`src/rtl/pack_leb128.sv`:
```
// ---------------------------------------------------------------------------
// pack_leb128
//   Sequential LEB128 encoder. Accepts one integer per input handshake and
//   streams its unsigned or signed LEB128 encoding one byte per output
//   handshake, least-significant 7-bit group first.
//
// Parameters
//   WIDTH           significant input width, 32 or 64
//
// Ports
//   clk             rising-edge clock
//   reset           asynchronous, active-high reset
//   input_a         value to encode (bits >= WIDTH replaced by extension)
//   input_a_signed  1 = signed LEB128, 0 = unsigned; sampled with input_a
//   input_a_stb     producer has a valid value
//   input_a_ack     encoder ready to accept a value
//   output_z        current encoded byte
//   output_z_stb    output_z is valid
//   output_z_ack    consumer takes the byte
//   output_z_last   current byte is the final byte of the encoding
//   output_len      byte count of the last completed encoding (1..10)
// ---------------------------------------------------------------------------
module pack_leb128 #(
    parameter int WIDTH = 64
) (
    input  logic        clk,
    input  logic        reset,
    input  logic [63:0] input_a,
    input  logic        input_a_signed,
    input  logic        input_a_stb,
    output logic        input_a_ack,
    output logic [7:0]  output_z,
    output logic        output_z_stb,
    input  logic        output_z_ack,
    output logic        output_z_last,
    output logic [3:0]  output_len
);

    localparam logic [0:0] S_GET = 1'b0;
    localparam logic [0:0] S_PUT = 1'b1;

    // Bits of input_a that carry the value; everything above is extension.
    localparam logic [63:0] VALUE_MASK = (WIDTH >= 64) ? {64{1'b1}}
                                                       : ((64'd1 << WIDTH) - 64'd1);

    logic [0:0]  r_state;
    logic [63:0] r_v;
    logic        r_sgn;
    logic [3:0]  r_n;
    logic        r_in_ack;
    logic [7:0]  r_z;
    logic        r_z_stb;
    logic        r_z_last;
    logic [3:0]  r_len;

    logic        w_accept;
    logic        w_take;
    logic        w_ext_fill;
    logic [63:0] w_ext;
    logic [63:0] w_rest;
    logic [63:0] w_next_v;
    logic        w_next_sgn;
    logic [63:0] w_next_rest;
    logic        w_next_final;

    // Shift one 7-bit group out; arithmetic for signed so the sign survives.
    function automatic logic [63:0] f_rest(input logic [63:0] v, input logic sgn);
        logic [63:0] res;
        if (sgn) begin
            res = $signed(v) >>> 7;
        end else begin
            res = v >> 7;
        end
        return res;
    endfunction

    assign w_accept   = (r_state == S_GET) && input_a_stb && r_in_ack;
    assign w_take     = (r_state == S_PUT) && output_z_ack;

    // Sign extension only for signed values; unsigned is zero extended.
    assign w_ext_fill = input_a_signed && input_a[WIDTH-1];
    assign w_ext      = (input_a & VALUE_MASK) | (w_ext_fill ? ~VALUE_MASK : 64'd0);

    assign w_rest     = f_rest(r_v, r_sgn);

    // Outputs are registered, so the byte shown next cycle is computed from
    // the value the shift register is about to hold: a freshly accepted
    // input, or the remainder after the current group.
    assign w_next_v     = w_accept ? w_ext : w_rest;
    assign w_next_sgn   = w_accept ? input_a_signed : r_sgn;
    assign w_next_rest  = f_rest(w_next_v, w_next_sgn);
    assign w_next_final = w_next_sgn
        ? (((w_next_rest == 64'd0) && !w_next_v[6]) ||
           ((w_next_rest == {64{1'b1}}) && w_next_v[6]))
        : (w_next_rest == 64'd0);

    // NOTE: state registers use non-blocking assignments so every flop
    // samples the pre-edge values of the others, independent of statement order.
    always_ff @(posedge clk or posedge reset) begin
        if (reset) begin
            r_state  <= S_GET;
            r_v      <= 64'd0;
            r_sgn    <= 1'b0;
            r_n      <= 4'd0;
            r_in_ack <= 1'b0;
            r_z      <= 8'h00;
            r_z_stb  <= 1'b0;
            r_z_last <= 1'b0;
            r_len    <= 4'd0;
        end else begin
            case (r_state)
                S_GET: begin
                    // Ready is raised one edge after reset releases.
                    r_in_ack <= 1'b1;
                    if (w_accept) begin
                        r_v      <= w_ext;
                        r_sgn    <= input_a_signed;
                        r_n      <= 4'd0;
                        r_z      <= {!w_next_final, w_ext[6:0]};
                        r_z_last <= w_next_final;
                        r_z_stb  <= 1'b1;
                        r_in_ack <= 1'b0;
                        r_state  <= S_PUT;
                    end
                end
                S_PUT: begin
                    if (w_take) begin
                        if (r_z_last) begin
                            r_len    <= r_n + 4'd1;
                            r_z_stb  <= 1'b0;
                            r_z_last <= 1'b0;
                            r_in_ack <= 1'b1;
                            r_state  <= S_GET;
                        end else begin
                            r_v      <= w_rest;
                            r_n      <= r_n + 4'd1;
                            r_z      <= {!w_next_final, w_rest[6:0]};
                            r_z_last <= w_next_final;
                        end
                    end
                end
                default: r_state <= S_GET;
            endcase
        end
    end

    assign input_a_ack   = r_in_ack;
    assign output_z      = r_z;
    assign output_z_stb  = r_z_stb;
    assign output_z_last = r_z_last;
    assign output_len    = r_len;

endmodule

```
`config.mk`:
```
export PLATFORM = sky130hd
export DESIGN_NAME = pack_leb128
export DESIGN_NICKNAME = d
export VERILOG_FILES = /design/src/rtl/pack_leb128.sv
export SDC_FILE = /design/constraint.sdc
export NUM_CORES = 1
export LEC_CHECK = 0
export ABC_AREA = 1
export CORE_MARGIN = 2
export CORE_UTILIZATION = 37
export DETAILED_ROUTE_END_ITERATION = 8
export PLACE_DENSITY_LB_ADDON = 0.12
export SYNTH_ARGS = -nofsm -noshare
export SYNTH_HDL_FRONTEND = slang
export SYNTH_SLANG_ARGS = --single-unit
```
`constraint.sdc`:
```
create_clock -name clk -period 2.8 [get_ports clk]
set_input_delay 0.56 -clock clk [delete_from_list [all_inputs] [get_ports clk]]
set_output_delay 0.56 -clock clk [all_outputs]
set_load 0.1 [all_outputs]
```
==> results of run 1 <==
## per-layer routing
metal	vias up	track usage [%]
li1	2698	-
met1	2445	30.6
met2	107	32.3
met3	15	2.93
met4	0	6.68
met5	-	0
## logic make-up after synthesis
kind of cell               count (synthesis)  synth area share [%]
xor gates and xnor gates                   2                 0.336
adders and majority gates                  1                 0.240
buffers and inverters                    142                  11.9
AOI/OAI and AO/OA                        126                  14.2
and+or+nand+nor                          478                  35.9
DFF                                       78                  37.4
## worst paths after layout
kind,start,to,slack (ps),cells after the start
worst min-delay path,output_z_stb,output_z_stb,480,2
worst max-delay path,input_a_stb,output_z[7],530,13
worst min register to register,output_z_stb,output_z_stb,480,2
min in group asynchronous,reset,output_len[0],650,3
max in group asynchronous,reset,r_state,1810,3
worst max register to register,r_state,output_z[7],590,13
## cells in the final DEF (no fill, tap or decap)
cell | netlist | layout
nand2_1 | 360 | 360
xor2_1 | 1 | 1
and2_1 | 2 | 2
clkdlybuf4s50_1 | 0 | 68
clkbuf_16 | 0 | 9
inv_1 | 85 | 84
nor2_4 | 1 | 1
inv_4 | 1 | 1
nand3_4 | 1 | 1
clkbuf_8 | 0 | 1
xnor2_1 | 1 | 1
a21oi_1 | 1 | 1
nor2_1 | 85 | 85
nand3_1 | 15 | 15
o21ai_0 | 65 | 65
o211ai_1 | 31 | 31
nand4_1 | 12 | 12
dfrtp_1 | 78 | 77
clkinv_2 | 0 | 1
clkinvlp_4 | 0 | 1
buf_4 | 13 | 23
inv_2 | 1 | 2
nand2_2 | 1 | 1
dfrtp_2 | 0 | 1
a31oi_1 | 26 | 26
buf_12 | 0 | 6
o21ai_1 | 3 | 3
bufinv_16 | 0 | 4
nor2_2 | 1 | 1
ha_1 | 1 | 1
## metrics by stage
stage               power (mW)  hold WS (ps)  instances
global placement          4.67           472       1049
floorplan                 4.04           472        827
detailed placement        4.71           471       1049
CTS                       6.20           484       1065
finish                    6.16           479       1065
global route              6.66           493       1065
## layout make-up
cell class                 instances  area [µm²]  area share, %
inverter                          87         329           5.06
tap                              180         225           3.47
multi-input combinational        607        2650           40.7
clock buffer                      10         239           3.68
clock inverter                     6         133           2.04
sequential                        78        1950           30.1
timing repair buffer              97         973           15.0
## report_power, final
part           total [mW]  switching (mW)  internal (mW)
clock                1.48           0.495          0.984
combinational        2.81            1.86          0.950
sequential           1.87           0.290           1.58
## tightest hold or removal path: stages (launching register included)
cell,delay [ps]
dfrtp_1,340
nand2_1,60
nand2_1,50
## registers in the layout, indices dropped and copies added (netlist names)
register / cells
r_state: 1
output_z: 1
r_n: 4
output_len: 4
r_sgn: 1
r_v: 64
input_a_ack: 1
output_z_last: 1
output_z_stb: 1
==> summary.md, run 1 <==
| Metric | Value |
|---|---|
| Seq/Total Area, Yosys | a little under two fifths |
| Syn nets | 897 |
| Met2 wire len | slightly below 7000 µm |
| Slew @ Worst Pin | approximately 520 ps |
| Pleak | 3.31 nW |
| Met3 wire len | approximately 630 µm |
| Final Hold Violating Endpoints | 0 |
| Fin nets | between 900 and 1000 |
| Port buffer count | between 80 and 90 |
| HPWL after detailed placement | 10600 µm |
| Period minus WS final | between 2000 and 2500 ps |
| Power Density | ~950 nW/µm² |
| Fin Setup TNS | 0 ps |
| Final Cell Area | 6500 µm² |
| Pre-CTS setup slack | around 160 ps |
| GR Overflow Total | 0 |
| Clock transition at path regs | approximately 60 ps |
| Core box area | roughly 14000 µm² |
| Post-synth top flop | dfrtp_1 |
| Ports | between 80 and 90 |
| Synthesized area | ~5200 µm² |
| Placed inst area | 6130 µm² |
| CP top delay family | simple AND/OR/NAND/NOR gates |
| CP peak stage delay | around 550 ps |
| Hold crit path type | reg2reg |
| CTS resizes | 0 |
| Asr flop ratio synth | between 90% and 100% |
| Deepest clock path buffer count | 2 |
| DRC | 0 |
| Fillers | about 1500 |
| Worst-Skew Late Latency | approximately 340 ps |
| Placer congestion estimate | between 0.8 and 0.9 |
| Uppermost layer routed | met4 |
| DRT antenna net count | 0 |
| Initial core utilization | around 38% |
| Clk root buf | clkbuf_16 |
| Crit-path cells | clkdlybuf4s50_1, nand3_4, buf_12, nand2_1, o21ai_0, nor2_1, nand2_1, nor2_1, nand2_1, nor2_1, nand2_1, nand3_1, nand2_1 |
| Vias post-DR | 5265 |
| Setup crit start kind | input pin |
| Status | completed |
| CP Buf/Inv Count | 2 |
| Cell at the slowest stage of the critical path | clkdlybuf4s50_1 |
| Core Util, Final | 47.0% |
| Share of Yosys cell area claimed by the top area cell type | around 37% |
| DR WL/cell | ~14 µm |
| Row count | 43 |
| Pre-Repair DR Iteration Count | 5 |
| Die ar. | between 15000 and 20000 µm² |
| Total CTS buffers | 9 |
| WP data required | 3040 ps |
| Top cells by area in the synthesized netlist | dfrtp_1 37%, nand2_1 26%, o21ai_0 6.2% |
| Via density | 4.94 |
| Max Cap Viol | 0 |
| Count leader, synth | nand2_1 |
| Area Overhead vs Synth | 24.6% |
| Vias in the first global route | approximately 5000 |
| Rel. slew slack | roughly two thirds |
| Layout cells sized above 1 | about 6% |
| First-pass GRT wire length | 24700 µm |
| Post-Route M1 WL | between 7000 and 8000 µm |
| Synth Register Bits | 78 |
| Worst vdd ir | between 300 and 400 µV |
| CTS Sinks | 78 |
| Slew Limit Fails | 0 |
| Final clock skew | ~3.7 ps |
| Number of DRC markers in iteration 0 | ~350 |
| H-tree Lvls | 3 |
| Critical path endpoint category | flip-flop |
| Unique masters post-synth | 26 |
| Syn Inst Count | between 800 and 900 |
| Hold buffer count at cts | 0 |
| Critical path class | in2reg |
| Area leader, netlist | dfrtp_1 |
| WP data arrival | 2510 ps |
| Fmax | roughly 0.44 GHz |
| Initial antenna violation count | 0 |
| Final worst-path cycle share | between 80% and 90% |
| Largest net degree at the start of global routing | 79 |
| Die Ht | ~120 µm |
| Total Routing Usage GR | 21.1% |
| Most Frequent Cell on Critical Path | nand2_1 |
| Final setup viols | 0 |
| Commonest cells in the netlist | 360 x nand2_1, 85 x inv_1, 85 x nor2_1 |
| Slack of the critical path | ~530 ps |
| Synthesis warning total | 0 |
| Number of flops mapped to enable cells by yosys | 0 |
| RSZ-0062 raised after global routing | no |
| Syn_area_per_cell | 6.31 µm² |
| Worst-path fanout max | 52 |
| Antenna cells | 0 |
| Post-CTS setup buffer count | 0 |
| CTS tree | built |
| Die width | 123 µm |
| WL final | around 15000 µm |
No activity file was read; power rests on OpenSTA's default activity.
==> inputs of run 2 (changes only) <==
clock period = 2.3 ns   (was 2.8 ns; I/O delays follow)
==> summary.md, run 2 (synthesis gave the netlist of run 1 again) <==
| Metric | Value |
|---|---|
| Status | completed |
| DRC | 0 |
| Initial antenna violation count | 0 |
| Hold buffer count at cts | 0 |
| Largest register FFs | 64 |
| CP Buf/Inv Count | 3 |
| Core box area | around 14000 µm² |
| Placer congestion estimate | approximately 0.89 |
| WP data arrival | ~2400 ps |
| Setup crit start kind | input pin |
| Die ar. | between 15000 and 20000 µm² |
| Worst-path fanout max | 23 |
| Fmax | approximately 0.49 GHz |
| Worst vdd ir | around 410 µV |
| Area Overhead vs Synth | 26.9% |
| Biggest register | r_v |
| CP top delay family | simple AND/OR/NAND/NOR gates |
| DR WL/cell | between 10 and 15 µm |
| Pleak | 3.37 nW |
| H-tree Lvls | 3 |
| Worst Setup EP | output_z_last |
| Reg-to-Reg Start | r_state |
| Rel. slew slack | a little under three quarters |
| Row count | 43 |
| Total CTS buffers | 9 |
| Number of DRC markers in iteration 0 | ~400 |
| Critical path class | in2reg |
| R2r setup slk | around 270 ps |
| Power Density | roughly 1100 nW/µm² |
| Slew @ Worst Pin | 432 ps |
| Antenna cells | 0 |
| Period minus WS final | a little over 2000 ps |
| WP data required | 2590 ps |
| Cell at the slowest stage of the critical path | clkdlybuf4s50_1 |
| Most Frequent Cell on Critical Path | nand2_1 |
| Via density | a little under 5 |
| Crit-path cells | clkdlybuf4s50_1, nand3_4, buf_12, buf_4, nand2_1, nand2_1, nor2_1, nand2_1, nor2_1, nand2_1, nor2_1, nand2_1, nand2_1, nand2_1, nand2_1 |
| Fin Setup TNS | 0 ps |
| Post-CTS setup buffer count | 0 |
| Max Cap Viol | 0 |
| Total power | roughly 7.4 mW |
| Total Routing Usage GR | 21.6% |
| Final setup viols | 0 |
| WL final | 15300 µm |
| CTS Sinks | 78 |
| Most common cell after layout, fill and taps aside | nand2_1 |
| CP peak stage delay | 560 ps |
| GR Overflow Total | 0 |
| Initial core utilization | between 30% and 40% |
| Hold crit path type | reg2reg |
| CTS resizes | 0 |
| Pre-Repair DR Iteration Count | 5 |
| Fin nets | 966 |
| Final clock skew | 7.08 ps |
| Critical path endpoint category | flip-flop |
| Worst-Skew Late Latency | 350 ps |
| Die width | approximately 120 µm |
| HPWL after detailed placement | 11300 µm |
| Reg2reg path depth | 8 |
| WHS | approximately 480 ps |
| Layout cells sized above 1 | 7.77% |
| Ports | 84 |
| Port buffer count | 83 |
| Placed inst area | around 6300 µm² |
| R2r endpoint | r_v[43] |
| Vias in the first global route | 5118 |
| Largest net degree at the start of global routing | 79 |
| DRT antenna net count | 0 |
| Deepest clock path buffer count | 2 |
| Slew Limit Fails | 0 |
| CTS tree | built |
| Vias post-DR | 5371 |
| Final Cell Area | between 6000 and 7000 µm² |
| Die Ht | around 120 µm |
| Commonest non-fill, non-tap cells in the layout | 360 x nand2_1, 85 x nor2_1, 84 x inv_1 |
| Final worst-path cycle share | between 80% and 90% |
| Worst Setup SP | input_a_stb |
| Core Util, Final | 47.9% |
| Final Hold Violating Endpoints | 0 |
| CP Depth | 15 |
| Clock transition at path regs | roughly 60 ps |
| First-pass GRT wire length | approximately 25000 µm |
| Clk root buf | clkbuf_16 |
| RSZ-0062 raised after global routing | no |
-- run 2: cell types whose count changed in the layout (fill, tap and decap cells not counted), moves of 2 or more --
cell,before,now
bufinv_16,4,1
clkinvlp_4,1,3
buf_12,6,10
clkbuf_8,1,3
buf_4,23,35
-- run 2: stage by stage --
| step | setup slack (ps) | cells |
|---|---|---|
| 2_1_floorplan | 191 | 827 |
| 3_3_place_gp | -102 | 1065 |
| 3_5_place_dp | -95.7 | 1065 |
| 4_1_cts | 256 | 1081 |
| 5_1_grt | 26.1 | 1081 |
| 6_report | 242 | 1081 |
-- run 2: layout make-up --
type	count	area, µm²
fill	1398	7210
multi-input combinational	607	2650
sequential	78	1950
timing repair buffer	113	1140
inverter	87	333
clock buffer	12	267
tap	180	225
clock inverter	4	53.8
-- run 2: where the power goes --
part           internal [mW]  switching [mW]
Sequential              1.93           0.364
Clock                  0.932           0.598
Combinational           1.22            2.32
-- run 2: worst min path at each step --
stage,cells after the start,startpoint,to,slack [ps]
5_1_grt,2,output_len[2],output_len[2],530
2_1_floorplan,2,r_n[3],r_n[3],470
3_3_place_gp,2,output_z_stb,output_z_stb,470
3_5_place_dp,2,output_z_stb,output_z_stb,470
6_report,2,output_z_stb,output_z_stb,480
4_1_cts,2,output_z_stb,output_z_stb,480
-- run 2: worst register-to-register path: stages (launching register included) --
cell and delay (ps):
dfrtp_2 460, buf_4 400, nand2_1 130, nor2_1 240, nor2_2 80, inv_2 110
buf_12 230, o211ai_1 210, o21ai_0 100
-- run 2: per-layer routing --
| metal | routed length (µm) | global-route usage (%) | vias up | share of wire (%) |
|---|---|---|---|---|
| met5 | 0 | 0 | - | 0 |
| met1 | 7450 | 31.2 | 2488 | 49 |
| met4 | 260 | 7.40 | 0 | 1.7 |
| met2 | 6800 | 33.3 | 145 | 44 |
| met3 | 773 | 2.79 | 18 | 5.1 |
| li1 | - | - | 2720 | - |
